**src/rtl/display_scan_if.sv**
```systemverilog
// Bundle of the user-side controls and the display-side outputs of display_scan_controller.
// state_dbg carries the scan FSM state (0 IDLE, 1 BLANK, 2 SHOW) for observation.
interface display_scan_if #(
    parameter int NUM_DIGITS = 4
);
    logic                      enable;
    logic                      lz_suppress;
    logic                      load;
    logic [4*NUM_DIGITS-1:0]   value_in;
    logic [NUM_DIGITS-1:0]     dp_in;
    logic [3:0]                hex_code;
    logic [NUM_DIGITS-1:0]     anode;
    logic                      dp_n;
    logic                      frame_start;
    logic                      pending;
    logic [1:0]                state_dbg;

    // Handshake: load is a single-cycle strobe with no back-pressure; it is always accepted
    // on the next rising edge. pending reports an accepted load not yet committed to display.
    modport master (
        output enable, lz_suppress, load, value_in, dp_in,
        input  hex_code, anode, dp_n, frame_start, pending, state_dbg
    );

    modport slave (
        input  enable, lz_suppress, load, value_in, dp_in,
        output hex_code, anode, dp_n, frame_start, pending, state_dbg
    );
endinterface

```
**src/rtl/display_scan_controller.sv**
```systemverilog
// Scans NUM_DIGITS common-anode digits through one shared hex decoder with a blanking gap
// per slot, a double-buffered display value and optional leading-zero suppression.
module display_scan_controller #(
    parameter int NUM_DIGITS      = 4,
    parameter int TICKS_PER_DIGIT = 100000,
    parameter int BLANK_TICKS     = 1000
) (
    input  logic           clk,
    input  logic           rst,
    display_scan_if.slave  bus
);
    localparam int DW = $clog2(NUM_DIGITS);
    localparam int TW = $clog2(TICKS_PER_DIGIT);
    localparam logic [TW-1:0] LAST_TICK  = TW'(TICKS_PER_DIGIT - 1);
    localparam logic [TW-1:0] BLANK_LAST = TW'(BLANK_TICKS - 1);
    localparam logic [DW-1:0] LAST_DIGIT = DW'(NUM_DIGITS - 1);

    typedef enum logic [1:0] {
        S_IDLE  = 2'd0,
        S_BLANK = 2'd1,
        S_SHOW  = 2'd2
    } state_t;

    state_t                  state_q, state_d;
    logic [DW-1:0]           digit_q, digit_d;
    logic [TW-1:0]           tick_q, tick_d;
    logic [4*NUM_DIGITS-1:0] active_val_q, active_val_d;
    logic [NUM_DIGITS-1:0]   active_dp_q, active_dp_d;
    logic [4*NUM_DIGITS-1:0] shadow_val_q, shadow_val_d;
    logic [NUM_DIGITS-1:0]   shadow_dp_q, shadow_dp_d;
    logic                    pending_q, pending_d;
    logic [3:0]              hex_q, hex_d;
    logic [NUM_DIGITS-1:0]   anode_q, anode_d;
    logic                    dp_n_q, dp_n_d;
    logic                    frame_start_q, frame_start_d;

    logic                    boundary;
    logic                    enter_blank;
    logic                    upper_zero;
    logic [NUM_DIGITS-1:0]   suppress;

    always_ff @(posedge clk or posedge rst) begin
        if (rst) begin
            state_q       <= S_IDLE;
            digit_q       <= '0;
            tick_q        <= '0;
            active_val_q  <= '0;
            active_dp_q   <= '0;
            shadow_val_q  <= '0;
            shadow_dp_q   <= '0;
            pending_q     <= 1'b0;
            hex_q         <= 4'h0;
            anode_q       <= '1;
            dp_n_q        <= 1'b1;
            frame_start_q <= 1'b0;
        end else begin
            state_q       <= state_d;
            digit_q       <= digit_d;
            tick_q        <= tick_d;
            active_val_q  <= active_val_d;
            active_dp_q   <= active_dp_d;
            shadow_val_q  <= shadow_val_d;
            shadow_dp_q   <= shadow_dp_d;
            pending_q     <= pending_d;
            hex_q         <= hex_d;
            anode_q       <= anode_d;
            dp_n_q        <= dp_n_d;
            frame_start_q <= frame_start_d;
        end
    end

    // Next-state logic: the tick counter spans the whole slot, BLANK covers its first ticks.
    always_comb begin
        state_d     = state_q;
        digit_d     = digit_q;
        tick_d      = tick_q;
        boundary    = 1'b0;
        enter_blank = 1'b0;
        if (!bus.enable) begin
            state_d = S_IDLE;
            digit_d = '0;
            tick_d  = '0;
        end else begin
            case (state_q)
                S_IDLE: begin
                    state_d     = S_BLANK;
                    digit_d     = '0;
                    tick_d      = '0;
                    boundary    = 1'b1;
                    enter_blank = 1'b1;
                end
                S_BLANK: begin
                    tick_d = tick_q + 1'b1;
                    if (tick_q == BLANK_LAST) begin
                        state_d = S_SHOW;
                    end
                end
                S_SHOW: begin
                    if (tick_q == LAST_TICK) begin
                        state_d     = S_BLANK;
                        tick_d      = '0;
                        enter_blank = 1'b1;
                        if (digit_q == LAST_DIGIT) begin
                            digit_d  = '0;
                            boundary = 1'b1;
                        end else begin
                            digit_d = digit_q + 1'b1;
                        end
                    end else begin
                        tick_d = tick_q + 1'b1;
                    end
                end
                default: begin
                    state_d = S_IDLE;
                    digit_d = '0;
                    tick_d  = '0;
                end
            endcase
        end
    end

    // Commit reads the old shadow, so a load coinciding with a boundary stays pending.
    always_comb begin
        active_val_d = active_val_q;
        active_dp_d  = active_dp_q;
        shadow_val_d = shadow_val_q;
        shadow_dp_d  = shadow_dp_q;
        pending_d    = pending_q;
        if (boundary && pending_q) begin
            active_val_d = shadow_val_q;
            active_dp_d  = shadow_dp_q;
            pending_d    = 1'b0;
        end
        if (bus.load) begin
            shadow_val_d = bus.value_in;
            shadow_dp_d  = bus.dp_in;
            pending_d    = 1'b1;
        end
    end

    always_comb begin
        upper_zero = 1'b1;
        suppress   = '0;
        for (int i = NUM_DIGITS - 1; i >= 0; i--) begin
            upper_zero  = upper_zero & (active_val_d[4*i +: 4] == 4'h0);
            suppress[i] = bus.lz_suppress & upper_zero & (i != 0);
        end
    end

    // Outputs are computed from the next state so they line up with the state register.
    always_comb begin
        hex_d         = hex_q;
        anode_d       = '1;
        dp_n_d        = 1'b1;
        frame_start_d = boundary;
        if (enter_blank) begin
            for (int i = 0; i < NUM_DIGITS; i++) begin
                if (digit_d == DW'(i)) begin
                    hex_d = active_val_d[4*i +: 4];
                end
            end
        end
        if (state_d == S_SHOW && !suppress[digit_d]) begin
            anode_d[digit_d] = 1'b0;
            dp_n_d           = ~active_dp_d[digit_d];
        end
    end

    assign bus.hex_code    = hex_q;
    assign bus.anode       = anode_q;
    assign bus.dp_n        = dp_n_q;
    assign bus.frame_start = frame_start_q;
    assign bus.pending     = pending_q;
    assign bus.state_dbg   = state_q;
endmodule
```
**src/flat_wrapper.sv**
```systemverilog
// flat-port wrapper written by rule: the top's interface ports become plain ports
module display_scan_controller_flat 
#(
    parameter int NUM_DIGITS      = 4,
    parameter int TICKS_PER_DIGIT = 100000,
    parameter int BLANK_TICKS     = 1000
)
  (clk, rst, bus_enable, bus_lz_suppress, bus_load, bus_value_in, bus_dp_in, bus_hex_code, bus_anode, bus_dp_n, bus_frame_start, bus_pending, bus_state_dbg);
  display_scan_if #(.NUM_DIGITS(NUM_DIGITS)) bus_i ();
  input  logic clk;
  input  logic rst;
  input wire logic [$bits(bus_i.enable)-1:0] bus_enable;
  input wire logic [$bits(bus_i.lz_suppress)-1:0] bus_lz_suppress;
  input wire logic [$bits(bus_i.load)-1:0] bus_load;
  input wire logic [$bits(bus_i.value_in)-1:0] bus_value_in;
  input wire logic [$bits(bus_i.dp_in)-1:0] bus_dp_in;
  output wire logic [$bits(bus_i.hex_code)-1:0] bus_hex_code;
  output wire logic [$bits(bus_i.anode)-1:0] bus_anode;
  output wire logic [$bits(bus_i.dp_n)-1:0] bus_dp_n;
  output wire logic [$bits(bus_i.frame_start)-1:0] bus_frame_start;
  output wire logic [$bits(bus_i.pending)-1:0] bus_pending;
  output wire logic [$bits(bus_i.state_dbg)-1:0] bus_state_dbg;
  assign bus_i.enable = bus_enable;
  assign bus_i.lz_suppress = bus_lz_suppress;
  assign bus_i.load = bus_load;
  assign bus_i.value_in = bus_value_in;
  assign bus_i.dp_in = bus_dp_in;
  assign bus_hex_code = bus_i.hex_code;
  assign bus_anode = bus_i.anode;
  assign bus_dp_n = bus_i.dp_n;
  assign bus_frame_start = bus_i.frame_start;
  assign bus_pending = bus_i.pending;
  assign bus_state_dbg = bus_i.state_dbg;
  display_scan_controller #(.NUM_DIGITS(NUM_DIGITS), .TICKS_PER_DIGIT(TICKS_PER_DIGIT), .BLANK_TICKS(BLANK_TICKS)) u_core (.clk(clk), .rst(rst), .bus(bus_i));
endmodule
```
**config.mk**
```make
export PLATFORM = sky130hd
export DESIGN_NAME = display_scan_controller_flat
export DESIGN_NICKNAME = d
export VERILOG_FILES = /design/src/rtl/display_scan_if.sv /design/src/rtl/display_scan_controller.sv /design/src/flat_wrapper.sv
export SDC_FILE = /design/constraint.sdc
export NUM_CORES = 1
export LEC_CHECK = 0
export ABC_CLOCK_PERIOD_IN_PS = 6900
export CORE_AREA = 2 2 78 80
export CTS_CLUSTER_DIAMETER = 120
export DETAILED_ROUTE_END_ITERATION = 12
export DIE_AREA = 0 0 80 82
export PLACE_DENSITY = 0.83
export SYNTH_ARGS = -nofsm -noshare
export SYNTH_HDL_FRONTEND = slang
export SYNTH_SLANG_ARGS = --single-unit
```
**constraint.sdc**
```tcl
create_clock -name clk -period 6.9 [get_ports clk]
set_input_delay 1.035 -clock clk [delete_from_list [all_inputs] [get_ports clk]]
set_output_delay 1.035 -clock clk [all_outputs]
set_load 0.05 [all_outputs]
```
==> impl_results.md, run 1 <==
- Number of port buffers: 37
- Async set-reset flop share out of synthesis: 100%
- Final setup TNS: 0 ns
- Fmax: 315 MHz
- Chip Width: 80 um
- LEAKAGE: 1.69 nW
- Final #Nets: 356
- Status: finished, final reports clean
- Total global-route track usage: 22.2%
- Seq cells post-synth: 72
- Cell accounting for the most synthesized area: dfrtp_1
- CP Capture Type: register
- Min Tclk post-route: 3.17 ns
- Top-count cell post-synth: dfrtp_1
- Synth top area share: 50.2%
- Crit share post-route: 46.0%
- Post-synth cell types: 54
- Int Power: 0.756 mW
- WP data arrival: 3.43 ns
- Sw Ratio: 25.3%
- I/O pin count: 38
- Cells after DPL: 389
- Seq pwr share: 49.1%
- Top post-synthesis cells by count: 67 x dfrtp_1, 32 x nor2_1, 27 x mux2_2
- Worst skew pair latency: 0.33 ns
- N_diodes: 0
- Syn_nets: 314
- CTS tree: done
- Setup Buffers After CTS: 0
- DR pass1 iterations: 4
- Cell family with most CP delay: buffers and inverters
- First-pass GRT wire length: 10,900 um
- Die Ht: 82 um
- Clock Root Buffer: clkbuf_8
- Antenna violations before repair: 0
- Post-CTS sizing: 0
- CTS Sinks: 72
- Design area: 3990 um2
- Sequential area share after synthesis: 54.1%
- Tightest Pin Transition: 1.27 ns
- Fillcell total: 427
- Synth warn: 0
- Max-cap violations: 0
- Site Rows: 28
- Initial DRC Count: 220
- CORE AREA: 5750 um2
- Vias: 2,354
- VDD IR max: 0.196 mV
- Synthesized area: 3340 um2
- Routed length per instance: 16.5 um
- CP max-delay cell: clkdlybuf4s50_1
- Hpwl dp: 4530 um
- WS Path Type: primary input to register
- Syn-to-layout area delta: 19.4%
- PwrDens: 254 nW/um2
- Part of the power in the clock network: 35.8%
- Dpl cell area: 3770 um2
- Final setup violation count: 0
- Layout Skew: 0.00870 ns
- Post-place setup slack: 3.49 ns
- Drc violations: 0
- Worst path max stage delay: 0.51 ns
- Vias in the first global route: 2,234
- Worst path cell trace: clkdlybuf4s50_1, and4_1, a31oi_2, buf_4, mux2i_1, or4_1, o211a_1, o21ai_1
- Final Slew Violations: 0
- TritonCTS Buffers: 9
- Syn avg cell area: 11.8 um2
- Worst setup SP type: primary input
- Largest net degree at the start of global routing: 73
- Slew HR: 15.2%
- Congestion Overflow GR: 0
- Clock-pin slew on the worst setup and hold paths: 0.08 ns
- CTS Hold Bufs: 0
- Critical path required time: 7.16 ns
- RePlAce Congestion: 0.815
- Drt via density: 5.81
- Tightest Hold Check Type: register to register
- Final WL: 6690 um
- Post-synth EDFFs: 0
- Cell count after synthesis: 283
- Post-route insts no fill: 405
- Comb power frac: 15.1%
- Routed Antenna Nets: 0
- Full die area: 6560 um2
- Ys flop type: dfrtp_1
- Switch Pwr: 0.256 mW
- Worst path bufs/invs: 2
- RSZ-0062 raised after global routing: false
- CTS Buffer Depth: 2
- Fin. Hold Viols: 0
- Layout cells sized above 1: 17.3%
- Main area contributors after synthesis: dfrtp_1 50%, mux2_2 9.1%, dfstp_2 3.9%
- Starting Density: 58.1%
- Critical path peak fanout: 23
- H-tree Lvls: 3
- Final worst setup slack: 3.73 ns
cells by family after synthesis:
kind of cell | synth area share, %
AOI/OAI and AO/OA | 7.04
xor gates and xnor gates | 3.41
adders and majority gates | 2.25
buffers and inverters | 2.40
DFF | 54.1
muxes | 15.2
and+or+nand+nor | 15.6
worst register-to-register path: cells and delay by family, from the launching register on:
kind | cells | cell delay, ns
flip-flops | 1 | 0.42
AND/OR/NAND/NOR | 3 | 1.51
multiplexers | 1 | 0.19
AO/OA/AOI/OAI | 3 | 0.56
buffers and inverters | 1 | 0.27
sequential cells by signal, summed over array words and instances (netlist names), 4 cells and up:
register / flops
u_core.shadow_val_q: 16
u_core.bus.anode: 4
u_core.active_dp_q: 4
u_core.tick_q: 17
u_core.active_val_q: 16
u_core.bus.hex_code: 4
u_core.shadow_dp_q: 4
through the flow:
stage	util, %	total power, mW	hold slack [ns]
5_1_grt	69.4	1.06	0.503
2_1_floorplan	-	0.603	0.455
3_3_place_gp	65.7	0.653	0.477
4_1_cts	69.4	1.02	0.495
6_report	69.4	1.01	0.490
3_5_place_dp	65.7	0.658	0.490
per-layer routing:
layer	vias up	part of all wire [%]	track usage [%]	wire length [um]
met3	9	5.2	6.15	351
met1	1176	43	29.7	2900
li1	1099	-	-	-
met5	-	0	0	0
met4	0	1.0	5.93	70
met2	70	50	35.8	3370
cell type report:
| type | count | area, um2 | area share (%) |
|---|---|---|---|
| Clock buffer | 13 | 149 | 3.73 |
| Clock inverter | 3 | 65.1 | 1.63 |
| Inverter | 9 | 33.8 | 0.847 |
| Multi-Input combinational cell | 194 | 1450 | 36.4 |
| Sequential cell | 72 | 1810 | 45.3 |
| Tap cell | 75 | 93.8 | 2.35 |
| Timing Repair Buffer | 39 | 385 | 9.66 |
cells in the final DEF (no fill, tap or decap), drive strengths merged, types with 3 or more instances in the layout:
cell type / instances
a21boi: 3
a21oi: 6
a31oi: 3
and2: 4
and3: 3
clkbuf: 13
clkdlybuf4s50: 37
dfrtp: 67
dfstp: 5
ha: 6
inv: 9
mux2: 40
mux2i: 5
nand2: 15
nand3: 12
nand4: 5
nor2: 32
nor4: 7
o21ai: 7
o21bai: 3
or3: 6
xnor2: 3
xor2: 10
worst paths after layout:
check	slack, ns	startpoint	cells after the start	endpoint
worst max-delay path	3.73	bus_enable	8	u_core.bus.dp_n
worst min-delay path	0.49	u_core.tick_q[0]	1	u_core.tick_q[0]
worst max register to register	3.88	u_core.tick_q[11]	8	u_core.bus.dp_n
worst min register to register	0.49	u_core.tick_q[0]	1	u_core.tick_q[0]
max in group asynchronous	5.04	rst	3	u_core.active_val_q[12]
min in group asynchronous	1.28	rst	3	u_core.shadow_val_q[6]
power groups by stage:
stage	Sequential [mW]	Clock [mW]	Combinational [mW]
4_1_cts	0.497	0.369	0.155
5_1_grt	0.502	0.390	0.167
6_report	0.497	0.362	0.153
3_5_place_dp	0.504	0	0.153
2_1_floorplan	0.521	0	0.0826
3_3_place_gp	0.503	0	0.149
Power figures use the tool's default switching activity.
==> run 2: changes to the inputs <==
--- a/config.mk
+++ b/config.mk
@@ -5,12 +5,12 @@
 export SDC_FILE = /design/constraint.sdc
 export NUM_CORES = 1
 export LEC_CHECK = 0
-export ABC_CLOCK_PERIOD_IN_PS = 6900
-export CORE_AREA = 2 2 78 80
+export ABC_CLOCK_PERIOD_IN_PS = 3100
+export CORE_AREA = 2 2 81 83
 export CTS_CLUSTER_DIAMETER = 120
 export DETAILED_ROUTE_END_ITERATION = 12
-export DIE_AREA = 0 0 80 82
-export PLACE_DENSITY = 0.83
+export DIE_AREA = 0 0 83 85
+export PLACE_DENSITY = 0.77
 export SYNTH_ARGS = -nofsm -noshare
 export SYNTH_HDL_FRONTEND = slang
 export SYNTH_SLANG_ARGS = --single-unit
==> constraint.sdc (replaced) <==
create_clock -name clk -period 3.1 [get_ports clk]
set_input_delay 0.465 -clock clk [delete_from_list [all_inputs] [get_ports clk]]
set_output_delay 0.465 -clock clk [all_outputs]
set_load 0.05 [all_outputs]
==> run 2 against run 1 <==
Net effect:
- core utilization shrank 4.5 points
- total power up 120%
- flip-flop and latch count stayed put
- die area increased by 7.5%
- wire length fell by 2.2%
- hold slack improved by 0.0019 ns
- critical path type is now register to register
- highest routed layer unchanged
==> impl_results.md, run 2 (same netlist as run 1, synthesis figures left out) <==
- Hold Crit Endpoint: u_core.tick_q[0]
- Status: finished, final reports clean
- Die Ht: 85 um (+3.7%)
- Layout cells sized above 1: 18.9% (+1.6 points)
- Crit. path cell count: 8 (unchanged)
- CTS Buffer Depth: 2 (unchanged)
- Final #Nets: 359 (+0.84%)
- RSZ-0062 raised after global routing: false
- Max-cap violations: 0 (unchanged)
- WS Path Type: register to register
- CP Capture Type: register
- Drt via density: 5.60 (-3.7%)
- Tightest Pin Transition: 0.980 ns (-0.289 ns)
- Post-route insts no fill: 410 (+1.2%)
- Int Power: 1.63 mW (+120%)
- Antenna violations before repair: 0 (unchanged)
- Drc violations: 0 (unchanged)
- Worst Setup SP: u_core.tick_q[11]
- Worst reg2reg endpoint: u_core.bus.anode[2]
- Routed length per instance: 16.0 um (-3.4%)
- Register area: 1810 um2 (unchanged)
- Starting Density: 53.8% (-4.3 points)
- CTS Sinks: 72 (unchanged)
- Critical path peak fanout: 23 (unchanged)
- Part of the power in the clock network: 34.3% (-1.5 points)
- Final setup TNS: 0 ns (unchanged)
- Fin. Hold Viols: 0 (unchanged)
- First-pass GRT wire length: 11,400 um (+4.7%)
- Chip Width: 83 um (+3.8%)
- Dpl cell area: 3820 um2 (+1.3%)
- Worst skew pair latency: 0.35 ns (+0.02 ns)
- Syn-to-layout area delta: 20.6%
- Worst path cell trace: or4_4, nor4_4, a31oi_2, buf_12, mux2i_1, or4_1, o211a_1, nand3_1
- Worst Hold Depth: 1 (unchanged)
- Worst setup SP type: register
- Hpwl dp: 4660 um (+2.9%)
- Commonest non-fill, non-tap cell in the layout: dfrtp_1
- Final setup violation count: 0 (unchanged)
- Max reg flops: 17 (unchanged)
- Design area: 4030 um2 (+1.1%)
- Post-CTS sizing: 0 (unchanged)
- Overall power: 2.21 mW (+120%)
- TritonCTS Buffers: 9 (unchanged)
- Largest Register: u_core.tick_q
- I/O pin count: 38 (unchanged)
- Number of port buffers: 37 (unchanged)
- Cells after DPL: 394 (+1.3%)
- Largest net degree at the start of global routing: 45 (-38%)
- Clock Root Buffer: clkbuf_8
- Worst flop-to-flop path startpoint: u_core.tick_q[11]
- Sw Ratio: 26.4% (+1.1 points)
- H-tree Lvls: 3 (unchanged)
- Site Rows: 29 (+3.6%)
- Routed Antenna Nets: 0 (unchanged)
- WP data arrival: 3.13 ns (-0.30 ns)
- Crit share post-route: 91.9%
- RePlAce Congestion: 0.871 (+6.9%)
- Fillcell total: 478 (+12%)
- Hold Crit Start: u_core.tick_q[0]
- Final WL: 6540 um (-2.2%)
- Worst-case reg-to-reg path depth: 8 (unchanged)
- Flop2flop setup slack: 0.25 ns (-3.63 ns)
- CTS tree: done
- Vias in the first global route: 2,414 (+8.1%)
- Full die area: 7060 um2 (+7.5%)
- Total global-route track usage: 20.6% (-1.6 points)
- Worst hold slack: 0.492 ns (+0.00189 ns)
- Vias: 2,295 (-2.5%)
- Min Tclk post-route: 2.85 ns
- Clock-pin slew on the worst setup and hold paths: 0.07 ns (about the same)
- Most frequent cells in the layout: 67 x dfrtp_1, 37 x clkdlybuf4s50_1, 32 x nor2_1, 27 x mux2_2, 15 x nand2_1
- Layout Skew: 0.00697 ns (-0.00173 ns)
- CP max-delay cell: or4_4
- VDD IR max: 0.393 mV (+100%)
- Setup Buffers After CTS: 0 (unchanged)
- CORE AREA: 6200 um2 (+8.0%)
- Worst path max stage delay: 0.57 ns (+0.06 ns)
- Switch Pwr: 0.584 mW (+130%)
- PwrDens: 549 nW/um2 (+120%)
- Slew HR: 34.5% (+19 points)
- Cell family with most CP delay: simple AND/OR/NAND/NOR gates
- Congestion Overflow GR: 0 (unchanged)
- Multi-input logic area: 1450 um2 (unchanged)
- Tightest Hold Check Type: register to register
- LEAKAGE: 1.71 nW (+1.0%)
- DR pass1 iterations: 4 (unchanged)
- Critical path required time: 3.39 ns (-3.77 ns)
- Comb power frac: 15.8% (+0.7 points)
- N_diodes: 0 (unchanged)
- Seq pwr share: 49.9% (+0.8 points)
- Fmax: 351 MHz
- Worst path bufs/invs: 1 (-1)
- Regs by FF count: u_core.tick_q: 17 flops, u_core.active_val_q: 16 flops, u_core.shadow_val_q: 16 flops
- Initial DRC Count: 162 (-26%)
- CTS Hold Bufs: 0 (unchanged)
- Final Slew Violations: 0 (unchanged)
==> run 2: changes by cell type in the layout (fill, tap and decap cells not counted) <==
cell        change
buf_4           +1
clkbuf_1        -3
clkbuf_8        +1
buf_12          +2
clkinv_2        +1
bufinv_16       -1
clkinvlp_4      +2
==> run 2: power groups by stage <==
stage / clock [mW] / sequential [mW] / combinational, mW
CTS: 0.774 / 1.10 / 0.355
global route: 0.817 / 1.12 / 0.380
global placement: 0 / 1.12 / 0.348
finish: 0.758 / 1.10 / 0.350
floorplan: 0 / 1.16 / 0.184
detailed placement: 0 / 1.12 / 0.352
==> run 2: routing by layer <==
metal	vias to the layer above	GRT usage [%]	share of wire, %
met5	-	0	0
met4	0	7.75	1.3
met3	7	5.25	3.1
met2	34	32.5	49
met1	1149	27.6	46
li1	1105	-	-
==> run 2: per-stage QoR <==
stage	utilization, %	worst slack (ns)
6_report	65.0	0.252
5_1_grt	65.0	0.0999
4_1_cts	65.0	0.240
3_5_place_dp	61.6	0.269
3_3_place_gp	61.6	0.358
2_1_floorplan	-	0.415
==> run 2: worst register-to-register path, delay by kind of cell (launching register included) <==
kind                   cells  cell delay, ns
AO/OA/AOI/OAI              2            0.46
flip-flops                 1            0.41
buffers and inverters      1            0.21
AND/OR/NAND/NOR            4            1.55
multiplexers               1            0.14
==> run 2: area by class of cell <==
cell class / instances / share of cell area [%]
sequential: 72 / 44.9
clock buffer: 11 / 3.76
timing repair buffer: 42 / 10.7
inverter: 9 / 0.838
multi-input combinational: 194 / 36.0
tap: 77 / 2.39
clock inverter: 5 / 1.37
==> run 2: worst max path at each step <==
stage | endpoint | slack (ns)
final | u_core.bus.anode[2] | 0.25
after global routing | u_core.bus.anode[2] | 0.1
after CTS | u_core.bus.anode[2] | 0.24
after detailed placement | u_core.bus.anode[2] | 0.27
after global placement | u_core.bus.anode[2] | 0.36
after floorplan | u_core.bus.hex_code[0] | 0.41
==> run 3: changes to the inputs <==
--- a/config.mk
+++ b/config.mk
@@ -5,7 +5,7 @@
 export SDC_FILE = /design/constraint.sdc
 export NUM_CORES = 1
 export LEC_CHECK = 0
-export ABC_CLOCK_PERIOD_IN_PS = 3100
+export ABC_CLOCK_PERIOD_IN_PS = 2700
 export CORE_AREA = 2 2 81 83
 export CTS_CLUSTER_DIAMETER = 120
 export DETAILED_ROUTE_END_ITERATION = 12
==> constraint.sdc (replaced) <==
create_clock -name clk -period 2.7 [get_ports clk]
set_input_delay 0.405 -clock clk [delete_from_list [all_inputs] [get_ports clk]]
set_output_delay 0.405 -clock clk [all_outputs]
set_load 0.05 [all_outputs]
==> run 3 against run 2 <==
Net effect:
- register-to-register slack got worse by 0.08 ns
- core utilization increased by 1.8 points
- clock power rose by 37%
- sequential share of layout area down 1.2 points
- total power rose by 23%
- first-iteration DRC count down 30%
- die area stayed put
- non-clock buffer count grew 9
- sequential power increased by 15%
- setup slack got worse by 0.077 ns
- critical path type unchanged
- largest cell class unchanged
==> impl_results.md, run 3 (same netlist as run 1, synthesis figures left out) <==
- Tightest Hold Check Type: primary input to asynchronous set/reset pin
- Congestion Overflow GR: 0 (unchanged)
- Site Rows: 29 (unchanged)
- Final WL: 6840 um (+4.6%)
- Layout cells sized above 1: 21.6% (+2.7 points)
- First-pass GRT wire length: 11,600 um (+1.1%)
- Part of the power in the clock network: 38.2% (+3.9 points)
- Final Slew Violations: 0 (unchanged)
- Cells after DPL: 403 (+2.3%)
- CORE AREA: 6200 um2 (unchanged)
- Min Tclk post-route: 2.53 ns (-0.323 ns)
- RePlAce Congestion: 0.847 (-2.8%)
- CP Capture Type: register
- Worst path cell trace: or4_4, nor4_4, buf_4, a21oi_1, nor2_1, buf_4, nor2_1, or3_1, a41oi_1
- Worst flop-to-flop path startpoint: u_core.tick_q[11]
- Routed length per instance: 16.3 um (+2.3%)
- Cell family with most CP delay: simple AND/OR/NAND/NOR gates
- Slew HR: 62.0% (+28 points)
- I/O pin count: 38 (unchanged)
- Worst Setup SP: u_core.tick_q[11]
- WP data arrival: 2.79 ns (-0.34 ns)
- Syn-to-layout area delta: 23.9%
- Starting Density: 53.8% (unchanged)
- Final setup violation count: 0 (unchanged)
- Post-route insts no fill: 419 (+2.2%)
- Met2 WL: 3310 um (+2.9%)
- Worst skew pair latency: 0.35 ns (about the same)
- Switch Pwr: 0.710 mW (+22%)
- VDD IR max: 0.583 mV (+48%)
- Die Ht: 85 um (unchanged)
- N_diodes: 0 (unchanged)
- Antenna violations before repair: 0 (unchanged)
- Number of port buffers: 37 (unchanged)
- Seq pwr share: 46.8% (-3.1 points)
- DR pass1 iterations: 4 (unchanged)
- Largest net degree at the start of global routing: 47 (+4.4%)
- Final #Nets: 368 (+2.5%)
- Comb power frac: 15.0% (-0.8 points)
- CTS Hold Bufs: 0 (unchanged)
- Clock Root Buffer: clkbuf_8
- H-tree Lvls: 3 (unchanged)
- Fillcell total: 485 (+1.5%)
- TritonCTS Buffers: 9 (unchanged)
- Met3 routed WL: 229 um (+11%)
- Routed Antenna Nets: 0 (unchanged)
- Critical path peak fanout: 6 (-74%)
- Worst setup SP type: register
- Most frequent cells in the layout: 67 x dfrtp_1, 37 x clkdlybuf4s50_1, 32 x nor2_1, 27 x mux2_2, 15 x nand2_1
- Dpl cell area: 3880 um2 (+1.4%)
- Fmax: 396 MHz (+13%)
- Layout Skew: 0.00481 ns (-0.00216 ns)
- WS Path Type: register to register
- Drt via density: 5.64 (+0.84%)
- Vias: 2,365 (+3.1%)
- Crit share post-route: 93.6% (+1.7 points)
- Commonest non-fill, non-tap cell in the layout: dfrtp_1
- Vias in the first global route: 2,431 (+0.70%)
- CTS tree: done
- Regs by FF count: u_core.tick_q: 17 flops, u_core.active_val_q: 16 flops, u_core.shadow_val_q: 16 flops
- Met1 WL: 3140 um (+3.4%)
- Hpwl dp: 4920 um (+5.5%)
- Max Used Layer: met4
- CTS Sinks: 72 (unchanged)
- Worst-case reg-to-reg path depth: 9 (+1)
- Worst path bufs/invs: 2 (+1)
- Design area: 4140 um2 (+2.7%)
- PwrDens: 657 nW/um2 (+20%)
- CP max-delay cell: or4_4
- Max reg flops: 17 (unchanged)
- Tightest Pin Transition: 0.569 ns (-0.411 ns)
- Sw Ratio: 26.1% (-0.29 points)
- Int Power: 2.01 mW (+23%)
- Total global-route track usage: 20.8% (+0.23 points)
- Max-cap violations: 0 (unchanged)
- LEAKAGE: 1.76 nW (+2.7%)
- Worst reg2reg endpoint: u_core.bus.hex_code[1]
- Final setup TNS: 0 ns (unchanged)
- Drc violations: 0 (unchanged)
- Fin. Hold Viols: 0 (unchanged)
- Critical path required time: 2.96 ns (-0.43 ns)
- Status: finished, final reports clean
- RSZ-0062 raised after global routing: false
- Worst path max stage delay: 0.55 ns (-0.02 ns)
- Largest Register: u_core.tick_q
- Crit. path cell count: 9 (+1)
- Chip Width: 83 um (unchanged)
- CTS Buffer Depth: 2 (unchanged)
- Initial DRC Count: 113 (-30%)
- Setup crit end: u_core.bus.hex_code[1]
- Full die area: 7060 um2 (unchanged)
- Flop2flop setup slack: 0.17 ns (-0.08 ns)
- Clock-pin slew on the worst setup and hold paths: 0.08 ns (about the same)
==> run 3: worst min-delay path by stage <==
stage / from / endpoint / cells past startpoint
after floorplan: u_core.tick_q[0] / u_core.tick_q[0] / 1
after global placement: u_core.tick_q[0] / u_core.tick_q[0] / 1
after detailed placement: u_core.tick_q[0] / u_core.tick_q[0] / 1
after CTS: rst / u_core.active_val_q[5] / 2
after global routing: rst / u_core.active_val_q[5] / 2
final: rst / u_core.active_val_q[5] / 2
==> run 3: cell type report <==
cell class / count / area, um2 / share of cell area [%]
Clock inverter: 7 / 120 / 2.90
Timing Repair Buffer: 51 / 488 / 11.8
Multi-Input combinational cell: 194 / 1470 / 35.5
Sequential cell: 72 / 1810 / 43.7
Inverter: 9 / 33.8 / 0.816
Clock buffer: 9 / 124 / 2.99
Tap cell: 77 / 96.3 / 2.33
==> run 3: metal layers <==
metal,GRT usage [%],vias up
li1,-,1125
met1,26.9,1180
met2,33.5,45
met3,3.70,15
met4,11.3,0
met5,0,-
==> run 3: power groups by stage <==
stage / Combinational, mW / Sequential (mW) / Clock, mW
after floorplan: 0.211 / 1.33 / 0
after global placement: 0.397 / 1.28 / 0
after detailed placement: 0.408 / 1.29 / 0
after CTS: 0.412 / 1.27 / 1.05
after global routing: 0.440 / 1.29 / 1.09
final: 0.408 / 1.27 / 1.04
==> run 3: per-stage QoR <==
stage	total power, mW	setup slack, ns	util (%)	hold slack, ns
6_report	2.72	0.174	66.7	0.426
5_1_grt	2.82	0.0525	66.7	0.496
4_1_cts	2.74	0.0656	66.4	0.446
3_5_place_dp	1.70	0.0797	62.5	0.477
3_3_place_gp	1.68	0.141	62.5	0.470
2_1_floorplan	1.54	0.0147	-	0.455
==> run 3: what timing repair did <==
action	CTS	global route
setup buffers	0	0
endpoints found under the setup margin	0	9
resized for setup	0	4
endpoints found under the hold margin	0	0
